--- src/rtl/alu_share_arbiter_pkg.sv ---
// Shared definitions for the EXE-stage ALU arbiter: command encodings,
// NZCV bit positions and the command legality check.
package alu_share_arbiter_pkg;

   localparam int ALU_W  = 32;
   localparam int NZCV_N = 3;
   localparam int NZCV_Z = 2;
   localparam int NZCV_C = 1;
   localparam int NZCV_V = 0;

   typedef enum logic [3:0] {
      CMD_MOV = 4'b0001,
      CMD_ADD = 4'b0010,
      CMD_ADC = 4'b0011,
      CMD_SUB = 4'b0100,
      CMD_SBC = 4'b0101,
      CMD_AND = 4'b0110,
      CMD_ORR = 4'b0111,
      CMD_EOR = 4'b1000,
      CMD_MVN = 4'b1001
   } exe_cmd_e;

   function automatic logic cmd_legal(input logic [3:0] cmd);
      logic legal;
      case (cmd)
         CMD_MOV, CMD_ADD, CMD_ADC, CMD_SUB, CMD_SBC,
         CMD_AND, CMD_ORR, CMD_EOR, CMD_MVN: legal = 1'b1;
         default:                            legal = 1'b0;
      endcase
      return legal;
   endfunction

endpackage

--- src/rtl/alu_share_arbiter_if.sv ---
// Request/response bundle between the requesters/consumer (master) and the
// shared-ALU arbiter (slave).
interface alu_share_arbiter_if #(
   parameter int NUM_REQ = 2
);
   localparam int TAG_W = (NUM_REQ > 1) ? $clog2(NUM_REQ) : 1;

   logic [NUM_REQ-1:0]    req_valid;
   logic [NUM_REQ-1:0]    req_ready;
   logic [NUM_REQ*32-1:0] req_val1;
   logic [NUM_REQ*32-1:0] req_val2;
   logic [NUM_REQ*4-1:0]  req_cmd;
   logic [NUM_REQ-1:0]    req_s;
   logic                  rsp_valid;
   logic                  rsp_ready;
   logic [31:0]           rsp_res;
   logic [3:0]            rsp_status;
   logic [TAG_W-1:0]      rsp_tag;
   logic                  rsp_err;

   modport master (
      output req_valid, req_val1, req_val2, req_cmd, req_s, rsp_ready,
      input  req_ready, rsp_valid, rsp_res, rsp_status, rsp_tag, rsp_err
   );

   modport slave (
      input  req_valid, req_val1, req_val2, req_cmd, req_s, rsp_ready,
      output req_ready, rsp_valid, rsp_res, rsp_status, rsp_tag, rsp_err
   );

endinterface

--- src/rtl/alu_share_arbiter_alu.sv ---
// Combinational 32-bit EXE ALU. Carry is the raw bit 32 of the 33-bit
// operation, so SUB/SBC report a borrow and SBC subtracts the inverted Cin.
module alu_share_arbiter_alu
   import alu_share_arbiter_pkg::*;
(
   input  logic [ALU_W-1:0] i_val1,
   input  logic [ALU_W-1:0] i_val2,
   input  logic [3:0]       i_cmd,
   input  logic             i_cin,
   output logic [ALU_W-1:0] o_res,
   output logic [3:0]       o_nzcv
);

   logic [ALU_W:0] w_wide;
   logic           w_v;

   // Operation select; logical ops leave bit 32 clear and never overflow.
   always_comb begin
      w_wide = '0;
      w_v    = 1'b0;
      case (i_cmd)
         CMD_MOV: w_wide = {1'b0, i_val2};
         CMD_MVN: w_wide = {1'b0, ~i_val2};
         CMD_AND: w_wide = {1'b0, i_val1 & i_val2};
         CMD_ORR: w_wide = {1'b0, i_val1 | i_val2};
         CMD_EOR: w_wide = {1'b0, i_val1 ^ i_val2};
         CMD_ADD, CMD_ADC: begin
            w_wide = {1'b0, i_val1} + {1'b0, i_val2}
                   + {{ALU_W{1'b0}}, (i_cmd == CMD_ADC) & i_cin};
            w_v    = (i_val1[ALU_W-1] == i_val2[ALU_W-1]) &&
                     (w_wide[ALU_W-1] != i_val1[ALU_W-1]);
         end
         CMD_SUB, CMD_SBC: begin
            w_wide = {1'b0, i_val1} - {1'b0, i_val2}
                   - {{ALU_W{1'b0}}, (i_cmd == CMD_SBC) & ~i_cin};
            w_v    = (i_val1[ALU_W-1] != i_val2[ALU_W-1]) &&
                     (w_wide[ALU_W-1] != i_val1[ALU_W-1]);
         end
         default: begin
            w_wide = '0;
            w_v    = 1'b0;
         end
      endcase
   end

   // Flag assembly from the wide result.
   always_comb begin
      o_res          = w_wide[ALU_W-1:0];
      o_nzcv         = 4'b0000;
      o_nzcv[NZCV_N] = w_wide[ALU_W-1];
      o_nzcv[NZCV_Z] = (w_wide[ALU_W-1:0] == {ALU_W{1'b0}});
      o_nzcv[NZCV_C] = w_wide[ALU_W];
      o_nzcv[NZCV_V] = w_v;
   end

endmodule

--- src/rtl/alu_share_arbiter.sv ---
// Round-robin sharing of the EXE ALU between NUM_REQ requesters with a single
// registered result slot and ownership of the architectural NZCV register.
module alu_share_arbiter
   import alu_share_arbiter_pkg::*;
#(
   parameter int NUM_REQ = 2,
   parameter int DATA_W  = 32
) (
   input  logic               clk,
   input  logic               rst,
   alu_share_arbiter_if.slave bus,
   output logic [3:0]         flags_q
);

   localparam int TAG_W = (NUM_REQ > 1) ? $clog2(NUM_REQ) : 1;
   localparam int IDX_W = TAG_W + 1;

   logic [TAG_W-1:0]  r_ptr;
   logic [TAG_W-1:0]  w_grant;
   logic [TAG_W-1:0]  w_ptr_nxt;
   logic [IDX_W-1:0]  w_idx;
   logic              w_found;
   logic              w_can_accept;
   logic              w_accept;
   logic              w_legal;
   logic              w_sel_s;
   logic [NUM_REQ-1:0] w_req_ready;
   logic [DATA_W-1:0] w_sel_val1;
   logic [DATA_W-1:0] w_sel_val2;
   logic [3:0]        w_sel_cmd;
   logic [DATA_W-1:0] w_alu_res;
   logic [3:0]        w_alu_nzcv;

   logic              r_rsp_valid;
   logic [DATA_W-1:0] r_rsp_res;
   logic [3:0]        r_rsp_status;
   logic [TAG_W-1:0]  r_rsp_tag;
   logic              r_rsp_err;
   logic [3:0]        r_flags;

   // Round-robin pick: first valid requester at or after r_ptr, wrapping.
   always_comb begin
      w_found = 1'b0;
      w_grant = '0;
      w_idx   = '0;
      for (int k = 0; k < NUM_REQ; k++) begin
         w_idx = {1'b0, r_ptr} + IDX_W'(k);
         if (w_idx >= IDX_W'(NUM_REQ)) begin
            w_idx = w_idx - IDX_W'(NUM_REQ);
         end else begin
            w_idx = w_idx;
         end
         if (!w_found && bus.req_valid[w_idx[TAG_W-1:0]]) begin
            w_found = 1'b1;
            w_grant = w_idx[TAG_W-1:0];
         end else begin
            w_found = w_found;
         end
      end
   end

   // Handshake: ready is gated by reset so nothing is granted while held.
   always_comb begin
      w_can_accept = !r_rsp_valid || bus.rsp_ready;
      w_accept     = w_found && w_can_accept && rst;
      w_req_ready  = '0;
      if (w_accept) begin
         w_req_ready[w_grant] = 1'b1;
      end else begin
         w_req_ready = '0;
      end
      if (w_grant == TAG_W'(NUM_REQ - 1)) begin
         w_ptr_nxt = '0;
      end else begin
         w_ptr_nxt = w_grant + TAG_W'(1);
      end
   end

   assign w_sel_val1 = bus.req_val1[DATA_W*w_grant +: DATA_W];
   assign w_sel_val2 = bus.req_val2[DATA_W*w_grant +: DATA_W];
   assign w_sel_cmd  = bus.req_cmd[4*w_grant +: 4];
   assign w_sel_s    = bus.req_s[w_grant];
   assign w_legal    = cmd_legal(w_sel_cmd);

   alu_share_arbiter_alu u_alu (
      .i_val1 (w_sel_val1),
      .i_val2 (w_sel_val2),
      .i_cmd  (w_sel_cmd),
      .i_cin  (r_flags[NZCV_C]),
      .o_res  (w_alu_res),
      .o_nzcv (w_alu_nzcv)
   );

   // Result slot: load on accept, drain on consume, otherwise hold.
   always_ff @(posedge clk or negedge rst) begin
      if (!rst) begin
         r_rsp_valid  <= 1'b0;
         r_rsp_res    <= '0;
         r_rsp_status <= 4'b0000;
         r_rsp_tag    <= '0;
         r_rsp_err    <= 1'b0;
      end else if (w_accept) begin
         r_rsp_valid  <= 1'b1;
         r_rsp_res    <= w_legal ? w_alu_res : {DATA_W{1'b0}};
         r_rsp_status <= w_legal ? w_alu_nzcv : 4'b0000;
         r_rsp_tag    <= w_grant;
         r_rsp_err    <= !w_legal;
      end else if (bus.rsp_ready) begin
         r_rsp_valid  <= 1'b0;
      end else begin
         r_rsp_valid  <= r_rsp_valid;
      end
   end

   // Arbitration pointer and NZCV; illegal commands never touch the flags.
   always_ff @(posedge clk or negedge rst) begin
      if (!rst) begin
         r_ptr   <= '0;
         r_flags <= 4'b0000;
      end else if (w_accept) begin
         r_ptr <= w_ptr_nxt;
         if (w_sel_s && w_legal) begin
            r_flags <= w_alu_nzcv;
         end else begin
            r_flags <= r_flags;
         end
      end else begin
         r_ptr   <= r_ptr;
         r_flags <= r_flags;
      end
   end

   assign bus.req_ready  = w_req_ready;
   assign bus.rsp_valid  = r_rsp_valid;
   assign bus.rsp_res    = r_rsp_res;
   assign bus.rsp_status = r_rsp_status;
   assign bus.rsp_tag    = r_rsp_tag;
   assign bus.rsp_err    = r_rsp_err;
   assign flags_q        = r_flags;

endmodule

--- src/flat_wrapper.sv ---
// flat-port wrapper written by rule: the top's interface ports become plain ports
module alu_share_arbiter_flat import alu_share_arbiter_pkg::*;
#(
   parameter int NUM_REQ = 2,
   parameter int DATA_W  = 32
)
  (clk, rst, flags_q, bus_req_valid, bus_req_val1, bus_req_val2, bus_req_cmd, bus_req_s, bus_rsp_ready, bus_req_ready, bus_rsp_valid, bus_rsp_res, bus_rsp_status, bus_rsp_tag, bus_rsp_err);
  alu_share_arbiter_if #(.NUM_REQ(NUM_REQ)) bus_i ();
  input  logic clk;
  input  logic rst;
  output logic [3:0] flags_q;
  input wire logic [$bits(bus_i.req_valid)-1:0] bus_req_valid;
  input wire logic [$bits(bus_i.req_val1)-1:0] bus_req_val1;
  input wire logic [$bits(bus_i.req_val2)-1:0] bus_req_val2;
  input wire logic [$bits(bus_i.req_cmd)-1:0] bus_req_cmd;
  input wire logic [$bits(bus_i.req_s)-1:0] bus_req_s;
  input wire logic [$bits(bus_i.rsp_ready)-1:0] bus_rsp_ready;
  output wire logic [$bits(bus_i.req_ready)-1:0] bus_req_ready;
  output wire logic [$bits(bus_i.rsp_valid)-1:0] bus_rsp_valid;
  output wire logic [$bits(bus_i.rsp_res)-1:0] bus_rsp_res;
  output wire logic [$bits(bus_i.rsp_status)-1:0] bus_rsp_status;
  output wire logic [$bits(bus_i.rsp_tag)-1:0] bus_rsp_tag;
  output wire logic [$bits(bus_i.rsp_err)-1:0] bus_rsp_err;
  assign bus_i.req_valid = bus_req_valid;
  assign bus_i.req_val1 = bus_req_val1;
  assign bus_i.req_val2 = bus_req_val2;
  assign bus_i.req_cmd = bus_req_cmd;
  assign bus_i.req_s = bus_req_s;
  assign bus_i.rsp_ready = bus_rsp_ready;
  assign bus_req_ready = bus_i.req_ready;
  assign bus_rsp_valid = bus_i.rsp_valid;
  assign bus_rsp_res = bus_i.rsp_res;
  assign bus_rsp_status = bus_i.rsp_status;
  assign bus_rsp_tag = bus_i.rsp_tag;
  assign bus_rsp_err = bus_i.rsp_err;
  alu_share_arbiter #(.NUM_REQ(NUM_REQ), .DATA_W(DATA_W)) u_core (.clk(clk), .rst(rst), .bus(bus_i), .flags_q(flags_q));
endmodule
--- config.mk ---
export PLATFORM = sky130hd
export DESIGN_NAME = alu_share_arbiter_flat
export DESIGN_NICKNAME = d
export VERILOG_FILES = /design/src/rtl/alu_share_arbiter_pkg.sv /design/src/rtl/alu_share_arbiter_if.sv /design/src/rtl/alu_share_arbiter_alu.sv /design/src/rtl/alu_share_arbiter.sv /design/src/flat_wrapper.sv
export SDC_FILE = /design/constraint.sdc
export NUM_CORES = 1
export LEC_CHECK = 0
export CELL_PAD_IN_SITES_DETAIL_PLACEMENT = 1
export CELL_PAD_IN_SITES_GLOBAL_PLACEMENT = 1
export CORE_MARGIN = 2
export CORE_UTILIZATION = 39
export DETAILED_ROUTE_END_ITERATION = 7
export GPL_ROUTABILITY_DRIVEN = 0
export PLACE_DENSITY = 0.88
export RECOVER_POWER = 25
export SLEW_MARGIN = 25
export SYNTH_ARGS = -nofsm -noshare
export SYNTH_HDL_FRONTEND = slang
export SYNTH_SLANG_ARGS = --single-unit
--- constraint.sdc ---
create_clock -name clk -period 7.1 [get_ports clk]
set_input_delay 1.065 -clock clk [delete_from_list [all_inputs] [get_ports clk]]
set_output_delay 1.065 -clock clk [all_outputs]
set_load 0.05 [all_outputs]
==> impl_metrics.py <==
metrics = {
    "route": {
        "drt-vias-per-instance": 6.31,
        "wire_per_inst_microns": 23.3,
        "ant_nets": 0,
        "vias": 10800,
        "dr.pass1.iters": 6,
        "route.detailed.drc": 0,
        "dr.first_iter.drc_count": 1031,
        "wl_microns": 39800,
    },
    "worst_setup_path": {
        "crit_path_start_kind": "input pin",
        "crit_required_ps": 7300,
        "critPathMaxFanout": 30,
        "rrSetupSlack_ps": 1390,
        "r2r-end": "u_core.bus.rsp_status[2]$_DFFE_PN0P_",
        "ff2ff_path_depth": 17,
        "setup.worst_path.class": "input pin to register",
        "end_kind": "register",
        "reg2reg_from": "u_core.r_ptr$_DFFE_PN0P_",
        "arrival_ps": 6820,
    },
    "clocking": {
        "cts.clk_slew.worst_paths_ps": 60,
        "cts_hold_buffers": 0,
        "htreeDepth": 2,
        "cts_buffer_depth": 2,
        "clock-sinks": 43,
        "tritoncts": "built",
        "cts_buffers": 5,
        "cts-root-buf": "clkbuf_16",
        "cts_setup_buffers": 0,
        "post_cts_resized": 0,
        "clock_latency_ps": 290,
    },
    "global_routing": {
        "grt_usage_pct": 31.5,
        "grt_pass1_vias": 10900,
        "overflow": 0,
        "grt_max_degree": 55,
        "grt_pass1_wl_microns": 61200,
        "antenna_found_initial": 1,
    },
    "final_layout": {
        "areaGrowthSynthToFinish_pct": 25.5,
        "nNetsFinal": 1660,
        "multiInputGateArea_sq_um": 7410,
        "ff_latch_area_sq_um": 1080,
        "fin_area_sq_um": 11600,
        "nFillCells": 2925,
        "drive_gt1_share_pct": 4.75,
        "num_antenna_cells": 0,
    },
    "worst_hold_path": {
        "holdPathStages": 2,
        "hold_end": "u_core.bus.rsp_res[5]$_DFFE_PN0P_",
        "min_path_type": "register to register",
        "min_from": "u_core.bus.rsp_res[5]$_DFFE_PN0P_",
    },
    "timing": {
        "timing.hold.ws_ps": 482,
        "finalCriticalPeriod_ps": 6620,
        "tns_ps": 0,
        "rsz0062_at_grt": "false",
        "finalSetupViolCount": 0,
        "fmax_mhz": 151,
        "worst_pin_slew_ps": 2340,
        "hold_violations": 0,
        "slew_violations": 45,
        "clock_skew_ps": 3.80,
        "post-route-period-util_pct": 93.3,
        "slew_headroom_pct": -56.3,
    },
    "synthesis": {
        "yosys.area.top_type": "ha_1",
        "dominantRegCellSynth": "dfrtp_1",
        "synthesis.nets": 1516,
        "netlist_instances": 1245,
        "synthDistinctLibCells": 90,
        "synth.area.top_cells": "ha_1, dfrtp_1, mux2i_1",
        "synth_seq_cells": 43,
        "synth_area_sq_um": 9210,
        "avgSynthCellArea_sq_um": 7.40,
        "synth_top_area_share_pct": 16.9,
        "yosysWarnings": 0,
        "yosysSeqAreaShare_pct": 11.7,
        "synth-edff-count": 0,
        "async_reset_ff_share_pct": 100,
    },
    "power_and_ir_drop": {
        "p_leak_nw": 5.20,
        "ir_drop_mv": 0.125,
        "power_density_nw_per_um2": 209,
        "total_power_w": 0.00241,
    },
    "floorplanning": {
        "initial_core_util_pct": 39.5,
        "pin_count": 188,
        "core_sq_um": 23300,
        "die_y_microns": 158,
        "die-area_sq_um": 24900,
        "rows": 56,
        "die_w_microns": 158,
    },
    "placement": {
        "hpwl_microns": 31200,
        "dpl_cell_area_sq_um": 11400,
        "port_buffers": 187,
    },
    "run": {
        "cap_violations": 1,
    },
    "run_status": {
        "failed_checks": "max-capacitance violations, max-slew violations",
        "status": "complete, but fails checks",
    },
}
==> per-stage QoR <==
stage,setup slack (ps),util [%],instances
2_1_floorplan,768,-,1245
3_3_place_gp,563,48.9,1701
3_5_place_dp,385,48.9,1701
4_1_cts,562,49.5,1709
5_1_grt,101,49.5,1709
6_report,476,49.5,1709
==> layout by cell type, fill, tap and decap left out, types with 5 or more instances in the layout <==
| master | netlist | final |
|---|---|---|
| o221ai_1 | 10 | 10 |
| nor4_1 | 9 | 9 |
| nand2b_1 | 14 | 14 |
| mux2i_1 | 78 | 78 |
| o2111ai_1 | 6 | 6 |
| a21boi_0 | 7 | 7 |
| nand3_1 | 24 | 24 |
| a21o_1 | 21 | 21 |
| a22o_1 | 6 | 6 |
| o311ai_0 | 6 | 6 |
| clkdlybuf4s50_1 | 0 | 186 |
| o211ai_1 | 18 | 18 |
| ha_1 | 124 | 124 |
| nand2_1 | 139 | 138 |
| a31oi_1 | 13 | 12 |
| a211oi_1 | 15 | 15 |
| o22ai_1 | 9 | 8 |
| and3_1 | 14 | 14 |
| xnor2_1 | 37 | 37 |
| mux2_2 | 5 | 5 |
| xor2_1 | 36 | 36 |
| nor2b_1 | 6 | 6 |
| dfrtp_1 | 43 | 43 |
| nor3_1 | 20 | 20 |
| a21oi_1 | 79 | 79 |
| clkbuf_16 | 0 | 5 |
| o21ai_0 | 85 | 84 |
| nand4_1 | 24 | 24 |
| inv_1 | 112 | 112 |
| buf_4 | 2 | 29 |
| o21a_1 | 10 | 10 |
| a221oi_1 | 16 | 16 |
| o31ai_1 | 7 | 7 |
| a222oi_1 | 10 | 10 |
| nor2_1 | 65 | 64 |
==> synthesized netlist by cell type, types with 18 or more instances <==
cell      instances
a21o_1           21
a21oi_1          79
clkbuf_1         58
dfrtp_1          43
ha_1            124
inv_1           112
mux2i_1          78
nand2_1         139
nand3_1          24
nand4_1          24
nor2_1           65
nor3_1           20
o211ai_1         18
o21ai_0          85
xnor2_1          37
xor2_1           36
==> layout make-up <==
type	count	area share (%)
Inverter	113	3.67
Tap cell	319	3.45
Multi-Input combinational cell	1009	64.1
Sequential cell	43	9.31
Clock buffer	6	1.12
Clock inverter	2	0.108
Timing Repair Buffer	217	18.2
==> sequential cells by signal (all words and copies together) (netlist names) <==
name                   count
u_core.flags_q             4
u_core.bus.rsp_valid       1
u_core.bus.rsp_err         1
u_core.r_ptr               1
u_core.bus.rsp_tag         1
u_core.bus.rsp_res        31
u_core.bus.rsp_status      4
==> logic make-up (layout without fill, tap and decap cells) <==
kind of cell / count (synthesis) / in the layout / share of synthesized area, %
compound gates: 380 / 380 / 28.3
simple gates: 344 / 344 / 17.8
buf+inv: 193 / 338 / 8.37
fa+ha+maj: 128 / 128 / 17.7
mux: 84 / 84 / 9.25
xor+xnor: 73 / 73 / 6.94
flops: 43 / 43 / 11.7
==> how the worst max path moves through the flow <==
stage | start | end | slack, ps | cells past startpoint
3_5_place_dp | bus_req_valid[1] | u_core.bus.rsp_status[2]$_DFFE_PN0P_ | 380 | 17
3_3_place_gp | bus_req_valid[1] | u_core.bus.rsp_status[2]$_DFFE_PN0P_ | 560 | 18
6_report | bus_req_valid[1] | u_core.bus.rsp_status[2]$_DFFE_PN0P_ | 480 | 17
5_1_grt | bus_req_valid[1] | u_core.bus.rsp_status[2]$_DFFE_PN0P_ | 100 | 17
4_1_cts | bus_req_valid[1] | u_core.bus.rsp_status[2]$_DFFE_PN0P_ | 560 | 17
2_1_floorplan | bus_req_valid[0] | u_core.bus.rsp_status[2]$_DFFE_PN0P_ | 770 | 22
==> metal layers <==
layer | track usage (%) | vias to the layer above | share of wire [%]
met5 | 0 | - | 0.033
met2 | 52.3 | 626 | 45
met1 | 40.5 | 5217 | 40
li1 | - | 4800 | -
met3 | 4.00 | 144 | 9.8
met4 | 14.8 | 2 | 4.7
==> where the power goes <==
| part | switching (W) | total [W] | internal, W |
|---|---|---|---|
| logic | 0.00118 | 0.00184 | 0.000664 |
| registers | 0.0000436 | 0.000347 | 0.000303 |
| clock network | 0.0000940 | 0.000224 | 0.000130 |
| total | 0.00132 | 0.00241 | 0.00110 |
==> critical path: stages <==
cell and delay (ps):
clkdlybuf4s50_1 640, nand2_4 350, buf_12 260, mux2i_1 360
ha_1 400, ha_1 390, a21oi_1 200, o21ai_0 200
a22oi_1 400, a21oi_2 200, a21oi_1 530, nor4_1 180
nor3_1 340, xor2_1 250, o21ai_0 220, or4_1 600
o21ai_1 200
(Power assumes the default switching activity.)
